--- src/rtl/sensor_display_hub.sv ---
// Sensor front end for the seven-segment path: channel/mode select from button edges,
// periodic sampling, per-channel peak tracking, serial double-dabble BCD conversion and level bar.
module sensor_display_hub #(
  parameter int N_CHANNELS     = 4,
  parameter int W              = 16,
  parameter int UPDATE_PERIOD  = 2_700_000,
  parameter int BAR_FULL_SCALE = 2**W - 1
) (
  input  logic                    clk,
  input  logic                    rst,
  input  logic [N_CHANNELS*W-1:0] ch_value,
  input  logic                    btn_next,
  input  logic                    btn_prev,
  input  logic                    btn_mode,
  input  logic                    btn_hold,
  output logic [31:0]             number,
  output logic [7:0]              dots,
  output logic [7:0]              led_bar,
  output logic [((N_CHANNELS > 1) ? $clog2(N_CHANNELS) : 1)-1:0] channel,
  output logic                    busy
);
  localparam int CW = (N_CHANNELS > 1) ? $clog2(N_CHANNELS) : 1;
  localparam int TW = (UPDATE_PERIOD > 1) ? $clog2(UPDATE_PERIOD) : 1;
  localparam int SW = $clog2(W + 1);
  localparam int DW = 32 + W;

  typedef enum logic [1:0] {LIVE_DEC, LIVE_HEX, PEAK_DEC} mode_e;
  typedef enum logic [1:0] {IDLE, SHIFT, DONE} state_e;

  logic [N_CHANNELS-1:0][W-1:0] val;
  assign val = ch_value;

  logic [3:0] btn, btn_q, btn_rise;
  assign btn      = {btn_hold, btn_mode, btn_prev, btn_next};
  assign btn_rise = btn & ~btn_q;

  logic [CW-1:0]                channel_q, channel_d;
  mode_e                        mode_q, mode_d;
  logic                         hold_q, hold_d, force_q, restart, tick, req;
  logic [TW-1:0]                tick_q;
  logic [N_CHANNELS-1:0][W-1:0] peak_q;
  logic [W-1:0]                 sample_q, src;
  logic                         hex_q, start_q, busy_q;
  state_e                       state_q;
  logic [SW-1:0]                bit_q;
  logic [DW-1:0]                dd_q, dd_d;
  logic [31:0]                  number_q;
  logic [7:0]                   bar_d, bar_q, dots_q, dots_d;

  always_comb begin
    channel_d = channel_q;
    if (btn_rise[0] && !btn_rise[1])
      channel_d = (channel_q == CW'(N_CHANNELS - 1)) ? '0 : channel_q + 1'b1;
    else if (btn_rise[1] && !btn_rise[0])
      channel_d = (channel_q == '0) ? CW'(N_CHANNELS - 1) : channel_q - 1'b1;
    mode_d = mode_q;
    if (btn_rise[2]) begin
      case (mode_q)
        LIVE_DEC: mode_d = LIVE_HEX;
        LIVE_HEX: mode_d = PEAK_DEC;
        default:  mode_d = LIVE_DEC;
      endcase
    end
  end

  assign hold_d  = hold_q ^ btn_rise[3];
  assign restart = (channel_d != channel_q) || btn_rise[2];
  assign tick    = (tick_q == TW'(UPDATE_PERIOD - 1));
  // Held display ignores both periodic and forced samples.
  assign req     = (tick || force_q) && !hold_q;
  assign src     = (mode_q == PEAK_DEC) ? peak_q[channel_q] : val[channel_q];

  always_comb begin
    dd_d = dd_q;
    for (int k = 0; k < 8; k++)
      if (dd_d[W+4*k +: 4] >= 4'd5) dd_d[W+4*k +: 4] = dd_d[W+4*k +: 4] + 4'd3;
    dd_d = {dd_d[DW-2:0], 1'b0};
  end

  for (genvar k = 0; k < 8; k++) begin : g_bar
    localparam logic [63:0] TK = 64'((longint'(k) + 1) * longint'(BAR_FULL_SCALE) / 8);
    assign bar_d[k] = (64'(sample_q) >= TK);
  end

  always_comb begin
    dots_d    = 8'd1 << channel_q;
    dots_d[7] = hold_q;
  end

  always_ff @(posedge clk) begin
    if (rst) begin
      btn_q     <= btn;
      channel_q <= '0;
      mode_q    <= LIVE_DEC;
      hold_q    <= 1'b0;
      force_q   <= 1'b0;
      tick_q    <= '0;
      peak_q    <= '0;
      sample_q  <= '0;
      hex_q     <= 1'b0;
      start_q   <= 1'b0;
      state_q   <= IDLE;
      bit_q     <= '0;
      dd_q      <= '0;
      number_q  <= '0;
      bar_q     <= '0;
      dots_q    <= 8'h01;
      busy_q    <= 1'b0;
    end else begin
      btn_q     <= btn;
      channel_q <= channel_d;
      mode_q    <= mode_d;
      hold_q    <= hold_d;
      dots_q    <= dots_d;
      force_q   <= restart;
      tick_q    <= (restart || tick) ? '0 : tick_q + 1'b1;
      if (tick)
        for (int i = 0; i < N_CHANNELS; i++)
          if (val[i] > peak_q[i]) peak_q[i] <= val[i];
      start_q <= req;
      if (req) begin
        sample_q <= src;
        hex_q    <= (mode_q == LIVE_HEX);
      end
      // A fresh request aborts any conversion so a stale result never reaches the display.
      if (req) begin
        state_q <= IDLE;
        busy_q  <= 1'b0;
      end else if (start_q) begin
        dd_q    <= {32'd0, sample_q};
        bit_q   <= '0;
        state_q <= SHIFT;
        busy_q  <= 1'b1;
      end else begin
        case (state_q)
          SHIFT: begin
            dd_q  <= dd_d;
            bit_q <= bit_q + 1'b1;
            if (bit_q == SW'(W - 1)) state_q <= DONE;
          end
          DONE: begin
            if (!hold_q) begin
              number_q <= hex_q ? 32'(sample_q) : dd_q[DW-1:W];
              bar_q    <= bar_d;
            end
            state_q <= IDLE;
            busy_q  <= 1'b0;
          end
          default: ;
        endcase
      end
    end
  end

  assign number  = number_q;
  assign led_bar = bar_q;
  assign dots    = dots_q;
  assign channel = channel_q;
  assign busy    = busy_q;
endmodule

--- config.mk ---
export PLATFORM = sky130hd
export DESIGN_NAME = sensor_display_hub
export DESIGN_NICKNAME = d
export VERILOG_FILES = /design/src/rtl/sensor_display_hub.sv
export SDC_FILE = /design/constraint.sdc
export NUM_CORES = 1
export LEC_CHECK = 0
export CAP_MARGIN = 20
export CORE_MARGIN = 1.5
export CORE_UTILIZATION = 58
export DETAILED_ROUTE_END_ITERATION = 10
export GPL_TIMING_DRIVEN = 0
export MAX_ROUTING_LAYER = met4
export PLACE_DENSITY = 0.93
export SLEW_MARGIN = 20
export SYNTH_ARGS = -nofsm -noshare
export SYNTH_HDL_FRONTEND = slang
export SYNTH_SLANG_ARGS = --single-unit
--- constraint.sdc ---
create_clock -name clk -period 2.6 [get_ports clk]
set_input_delay 0.65 -clock clk [delete_from_list [all_inputs] [get_ports clk]]
set_output_delay 0.65 -clock clk [all_outputs]
set_load 0.05 [all_outputs]
== Word-level counts from Yosys, hierarchy flattened ==
Cells that the tools add are included.
Storage, ports and cells
  bits in registers: 218
  output and inout bits: 51
  bits of input ports: 70
  word-level logic and storage cells: 125
Cells by class
  $lt $le $gt $ge: 21
  equal/unequal tests: 10
  shifts and indexed selects: 1
  bitwise operators: 6
  add/sub/neg operators: 12
  reduce and logical (&&, ||, !) cells: 26
  mux-type cells: 28
Operators by type and width (number)
  $mux 48: 2
  $bmux 16 s2: 2
  $ge 16x16->1 const B: 4
  $gt 16x16->1: 4
  $mux 16: 3
  $ge 16x15->1 const B: 2
  $ge 4x3->1 const B: 8
  $mux 32: 1
  $add 4x2->4 const B: 7
  $mux 4: 7
  $add 22x1->22 const B: 1
  $eq 22x22->1 const B: 1
  $ge 16x13->1 const B: 1
  $ge 16x14->1 const B: 1
  $reduce_and 2->1: 7
  $mux 2: 5
  $mux 5: 2
  $pmux 2 s2: 2
  $shl 1x2->7 const A: 1
  $eq 2x2->1 const B: 3
  $reduce_bool 2->1: 3
  $add 5x1->5 const B: 1
  $eq 5x4->1 const B: 1
  $and 4x4->4: 1
  other kinds (21): 34

== Logic depth before layout (Yosys ltp) ==
  depth after elaboration: 10
  gate-level depth with buffers: 9
  depth with buffers taken out: 7

== Worst setup path before layout ==
No wires, ideal clock.
  path type: register to register
  from: register channel_q[0] (netlist: channel[0])
  to: register tick_q[11]
  period minus slack after synthesis: 2.744 ns
  stages on the path, launching flop included: 10
  path buffers: 2
  setup slack: -0.144 ns
  data required time: 2.472 ns
  arrival time: 2.616 ns
  library setup time: 0.128 ns
  path through: dfxtp_1 > clkbuf_1 > inv_1 > ha_1 > xor2_1 > and3_1 > o221ai_1 > a211o_1 > clkbuf_1 > nor2_1
Between the ends
  cells in the longest elaborated chain, start to end: 8
  elaborated cells on any way between the ends: 12
  those cells by class: add/sub (2); eq/ne (2); mux (4); reduce/logical (4)
Ends and longest elaborated chain
  from (decl): RTL line 37  | logic [CW-1:0] channel_q, channel_d;
  from (signal assigned): RTL line 111  | channel_q <= channel_d;
  $sub 2x1->2 or $logic_not 2->1 (tied branches): RTL line 55  | channel_d = (channel_q == '0) ? CW'(N_CHANNELS - 1) : channel_q - 1'b1;
  $mux 2: RTL line 55
  $mux 2: RTL line 54  | else if (btn_rise[1] && !btn_rise[0])
  $mux 2: RTL line 52  | if (btn_rise[0] && !btn_rise[1])
  $ne 2x2->1 (*): RTL line 67  | assign restart = (channel_d != channel_q) || btn_rise[2];
  $logic_or 1x1->1 (*): RTL line 67
  $logic_or 1x1->1 (*): RTL line 116  | tick_q <= (restart || tick) ? '0 : tick_q + 1'b1;
  $reduce_or 2->1 (no line) (*)
  to (signal assigned): RTL line 116
  to (decl): RTL line 40  | logic [TW-1:0] tick_q;
Mark *: on every way between the ends. The rest lies on a longest branch, timed or not.
A chain may end at the register's enable or synchronous reset.

== Worst setup path in the final report ==
  from: input port ch_value[30]
  to: register peak_q[22] (netlist bit)
Between the ends
  cells in the longest elaborated chain, start to end: 2
Ends and longest elaborated chain
  from (decl): RTL line 11  | input logic [N_CHANNELS*W-1:0] ch_value,
  $gt 16x16->1: RTL line 119  | if (val[i] > peak_q[i]) peak_q[i] <= val[i];
  $reduce_and 2->1 (no line)
  to (signal assigned): RTL line 98  | peak_q <= '0;
  to (decl): RTL line 41  | logic [N_CHANNELS-1:0][W-1:0] peak_q;
Every way passes these cells.

==> metrics.txt <==
# TYPE chip_impl_metric gauge
chip_impl_metric{name="synthesis.instances",unit=""} 1339
chip_impl_metric{name="core",unit="um2"} 20230
chip_impl_metric{name="layout.area.seq",unit="um2"} 4305
chip_impl_metric{name="die_width",unit="um"} 146.7
chip_impl_metric{name="crit_path_max_incr_delay",unit="ps"} 510
chip_impl_metric{name="start_util",unit="%"} 59.16
chip_impl_metric{name="yosys-mux-area-fraction",unit="%"} 15.97
chip_impl_metric{name="dp_hpwl",unit="um"} 24940
chip_impl_metric{name="fillerInstances",unit=""} 1403
chip_impl_metric{name="cts-buffers-inserted",unit=""} 24
chip_impl_metric{name="final_area",unit="um2"} 14430
chip_impl_info{name="dominantRegCellSynth",value="sky130_fd_sc_hd__dfxtp_1"} 1
chip_impl_metric{name="finalNonFillerCells",unit=""} 1777
chip_impl_info{name="commonest_cells_in_the_netlist",value="sky130_fd_sc_hd__dfxtp_1 (215), sky130_fd_sc_hd__nand2_1 (200), sky130_fd_sc_hd__mux2i_1 (119)"} 1
chip_impl_metric{name="die-area",unit="um2"} 21510
chip_impl_metric{name="die_h",unit="um"} 146.7
chip_impl_metric{name="grt_usage",unit="%"} 32.52
chip_impl_metric{name="worst-slew-pin-transition",unit="ps"} 886.6
chip_impl_metric{name="hold-worst-slack",unit="ps"} 446.9
chip_impl_metric{name="critPathRequiredTime",unit="ps"} 3050
chip_impl_metric{name="ys_async_sr_fraction",unit="%"} 0
chip_impl_metric{name="viasPerCell",unit=""} 6.187
chip_impl_metric{name="synth.yosys.seq_area_share",unit="%"} 35.96
chip_impl_metric{name="clk_latency",unit="ps"} 540
chip_impl_info{name="min-delay-path-class",value="flop to flop"} 1
chip_impl_info{name="most_instantiated_library_cell_after_synthesis",value="sky130_fd_sc_hd__dfxtp_1"} 1
chip_impl_metric{name="grt_pass1_wl",unit="um"} 54420
chip_impl_metric{name="fin_crit_period",unit="ps"} 2546
chip_impl_metric{name="clock_sink_total",unit=""} 215
chip_impl_metric{name="count_of_final_max_slew_check_failures",unit=""} 0
chip_impl_metric{name="worst_slew_margin_rel",unit="%"} 40.12
chip_impl_info{name="combinational_family_with_the_most_area_after_synthesis",value="simple AND/OR/NAND/NOR gates"} 1
chip_impl_metric{name="critPathMaxFanout",unit=""} 10
chip_impl_metric{name="route.vias.total",unit=""} 10990
chip_impl_metric{name="remaining_drc_errors",unit=""} 0
chip_impl_metric{name="standard_cell_rows",unit=""} 52
chip_impl_info{name="rsz_0062_raised_after_global_routing",value="false"} 1
chip_impl_metric{name="antenna_found_initial",unit=""} 0
chip_impl_metric{name="cp_data_arrival_time",unit="ps"} 2990
chip_impl_metric{name="antenna-diode-count",unit=""} 0
chip_impl_metric{name="cellLeakagePower",unit="nW"} 4.966
chip_impl_info{name="critPathLaunchType",value="input port"} 1
chip_impl_info{name="critical_path.cell_chain",value="clkdlybuf4s50_1 > ha_1 > nand4_1 > or3_1 > a21o_1 > a31oi_4 > buf_6 > mux2i_1"} 1
chip_impl_metric{name="syn_to_final_growth",unit="%"} 20.58
chip_impl_metric{name="maxCapViolCount",unit=""} 0
chip_impl_info{name="path_class",value="input port to flop"} 1
chip_impl_metric{name="layout_cells_sized_above_1",unit="%"} 8.759
chip_impl_metric{name="power_density",unit="nW/um2"} 566.1
chip_impl_metric{name="place.port_buffers",unit=""} 116
chip_impl_metric{name="synth_adder_area_share",unit="%"} 8.885
chip_impl_metric{name="postRouteAntennaNets",unit=""} 0
chip_impl_metric{name="place_inst",unit=""} 1727
chip_impl_metric{name="total_power",unit="mW"} 8.171
chip_impl_metric{name="grt.overflow.total",unit=""} 0
chip_impl_metric{name="h_tree_levels",unit=""} 1
chip_impl_metric{name="clock-skew-final",unit="ps"} 18.93
chip_impl_metric{name="ir_worst_vdd",unit="mV"} 0.5070
chip_impl_metric{name="yosys_warnings",unit=""} 0
chip_impl_metric{name="yosys_register_bits",unit=""} 215
chip_impl_info{name="rr_startpoint",value="tick_q[5]$_SDFF_PP0_"} 1
chip_impl_metric{name="dp_slack",unit="ps"} -671.2
chip_impl_info{name="critPathSlowestCell",value="sky130_fd_sc_hd__clkdlybuf4s50_1"} 1
chip_impl_metric{name="final_period_util",unit="%"} 97.93
chip_impl_metric{name="avgRoutedWirePerCell",unit="um"} 19.39
chip_impl_metric{name="synth-edff-count",unit=""} 0
chip_impl_metric{name="synthesized_area_fraction_occupied_by_ao_oa_aoi_and_oai_cells",unit="%"} 12.41
chip_impl_metric{name="nets_final",unit=""} 1646
chip_impl_metric{name="post_synth_xor_area_fraction",unit="%"} 2.780
chip_impl_info{name="hp-start",value="number[28]$_SDFFE_PP0P_"} 1
chip_impl_info{name="post_synth_main_area_contributors",value="sky130_fd_sc_hd__dfxtp_1 (36%), sky130_fd_sc_hd__mux2i_1 (10%), sky130_fd_sc_hd__ha_1 (8.9%)"} 1
chip_impl_metric{name="synthDistinctLibCells",unit=""} 59
chip_impl_metric{name="combined_area_of_the_multi_input_logic_cells",unit="um2"} 6925
chip_impl_metric{name="gpl.final_weighted_congestion",unit=""} 0.9890
chip_impl_metric{name="drt-initial-drc-count",unit=""} 1144
chip_impl_metric{name="timing.final.setup_violations",unit=""} 0
chip_impl_metric{name="netlist.area_leader.share",unit="%"} 35.96
chip_impl_metric{name="hold_violations",unit=""} 0
chip_impl_info{name="root_buffer",value="sky130_fd_sc_hd__clkbuf_16"} 1
chip_impl_metric{name="worst_setup_hold_path_clk_slew",unit="ps"} 60
chip_impl_info{name="tritoncts",value="yes"} 1
chip_impl_metric{name="vias_in_the_first_global_route",unit=""} 10970
chip_impl_info{name="cp-startpoint",value="ch_value[30]"} 1
chip_impl_metric{name="clock_tree.buffer_depth",unit=""} 3
chip_impl_metric{name="dr.pass1.iters",unit=""} 6
chip_impl_metric{name="dpl_cell_area",unit="um2"} 13480
chip_impl_info{name="run_status",value="finished clean"} 1
chip_impl_metric{name="synthesis.area",unit="um2"} 11970
chip_impl_info{name="crit_path_end_kind",value="flop"} 1
chip_impl_metric{name="detail_route.wirelength",unit="um"} 34460
chip_impl_metric{name="fin_ws",unit="ps"} 53.71
chip_impl_metric{name="maxClockFrequency",unit="GHz"} 0.3927
chip_impl_metric{name="syn_area_per_cell",unit="um2"} 8.940
chip_impl_metric{name="synth-simple-area-share",unit="%"} 17.31
chip_impl_metric{name="largest_net_degree_at_the_start_of_global_routing",unit=""} 14
chip_impl_metric{name="ios",unit=""} 121
chip_impl_info{name="synth_area_leader",value="sky130_fd_sc_hd__dfxtp_1"} 1
final timing paths:
path                                                end  slack, ps  depth (start not counted)
worst max register to register  led_bar[5]$_SDFFE_PP0P_        100                          7
worst max-delay path            peak_q[22]$_SDFFE_PP0P_         50                          8
worst min-delay path            number[28]$_SDFFE_PP0P_        450                          2
worst min register to register  number[28]$_SDFFE_PP0P_        450                          2
repair_timing:
| item | CTS | global route |
|---|---|---|
| gates resized for setup | 8 | 12 |
| buffers inserted | 4 | 5 |
| pin swaps | 2 | 6 |
| endpoints found under the setup margin | 146 | 84 |
| hold buffers | 0 | 0 |
critical path, delay by kind of cell:
| kind | cells | cell delay (ps) |
|---|---|---|
| buffers and inverters | 2 | 720 |
| AND/OR/NAND/NOR | 2 | 620 |
| adder cells (fa/ha/maj) | 1 | 380 |
| AO/OA/AOI/OAI | 2 | 410 |
| multiplexers | 1 | 210 |
per-layer routing:
metal / share of wire (%) / GRT usage (%) / up-vias / wire length, um
met1: 38 / 36.25 / 5188 / 12980
li1: - / - / 5008 / -
met4: 5.5 / 17.07 / 0 / 1882
met5: 0 / - / - / 0
met2: 48 / 55.00 / 624 / 16530
met3: 8.9 / 6.406 / 174 / 3073
state kept, by name, summed over array words and instances (netlist names), 4 cells and up:
signal	flops
btn_q	4
sample_q	16
led_bar	8
tick_q	22
dots	5
bit_q	5
dd_q	48
number	32
peak_q	64
cells by family after synthesis:
logic type | after synthesis
simple gates | 443
compound gates | 223
flops | 215
buf+inv | 183
mux | 151
fa+ha+maj | 85
xor+xnor | 38
other cells | 1
power breakdown:
group	switching [mW]	internal [mW]	leakage, nW
Sequential	0.0688	3.37	1.74
Combinational	0.718	0.464	2.82
Clock	1.40	2.15	0.407
Total	2.19	5.98	4.97
area by class of cell:
class	count	area share, %
clock buffer	36	5.097
buffer	83	3.017
tap	270	2.341
sequential	215	29.83
multi-input combinational	943	47.98
clock inverter	6	0.6501
timing repair buffer	125	8.513
inverter	99	2.575
stage by stage:
step / util, % / TNS (ps)
floorplan: - / 0
global placement: 66.61 / -45620
detailed placement: 66.61 / -51590
CTS: 71.01 / 0
global route: 71.33 / 0
finish: 71.33 / 0
layout by cell type (no fill, tap or decap), types with 24 or more instances in the layout:
cell type	n
sky130_fd_sc_hd__mux4_2	32
sky130_fd_sc_hd__dfxtp_1	214
sky130_fd_sc_hd__clkdlybuf4s50_1	116
sky130_fd_sc_hd__clkbuf_1	54
sky130_fd_sc_hd__nand2_1	200
sky130_fd_sc_hd__nand4_1	24
sky130_fd_sc_hd__a211oi_1	49
sky130_fd_sc_hd__inv_1	99
sky130_fd_sc_hd__ha_1	85
sky130_fd_sc_hd__xnor2_1	31
sky130_fd_sc_hd__clkbuf_16	24
sky130_fd_sc_hd__nor2_1	72
sky130_fd_sc_hd__a21oi_1	103
sky130_fd_sc_hd__nand3_1	37
sky130_fd_sc_hd__nor3_1	25
sky130_fd_sc_hd__mux2i_1	119
(Power assumes the default switching activity.)
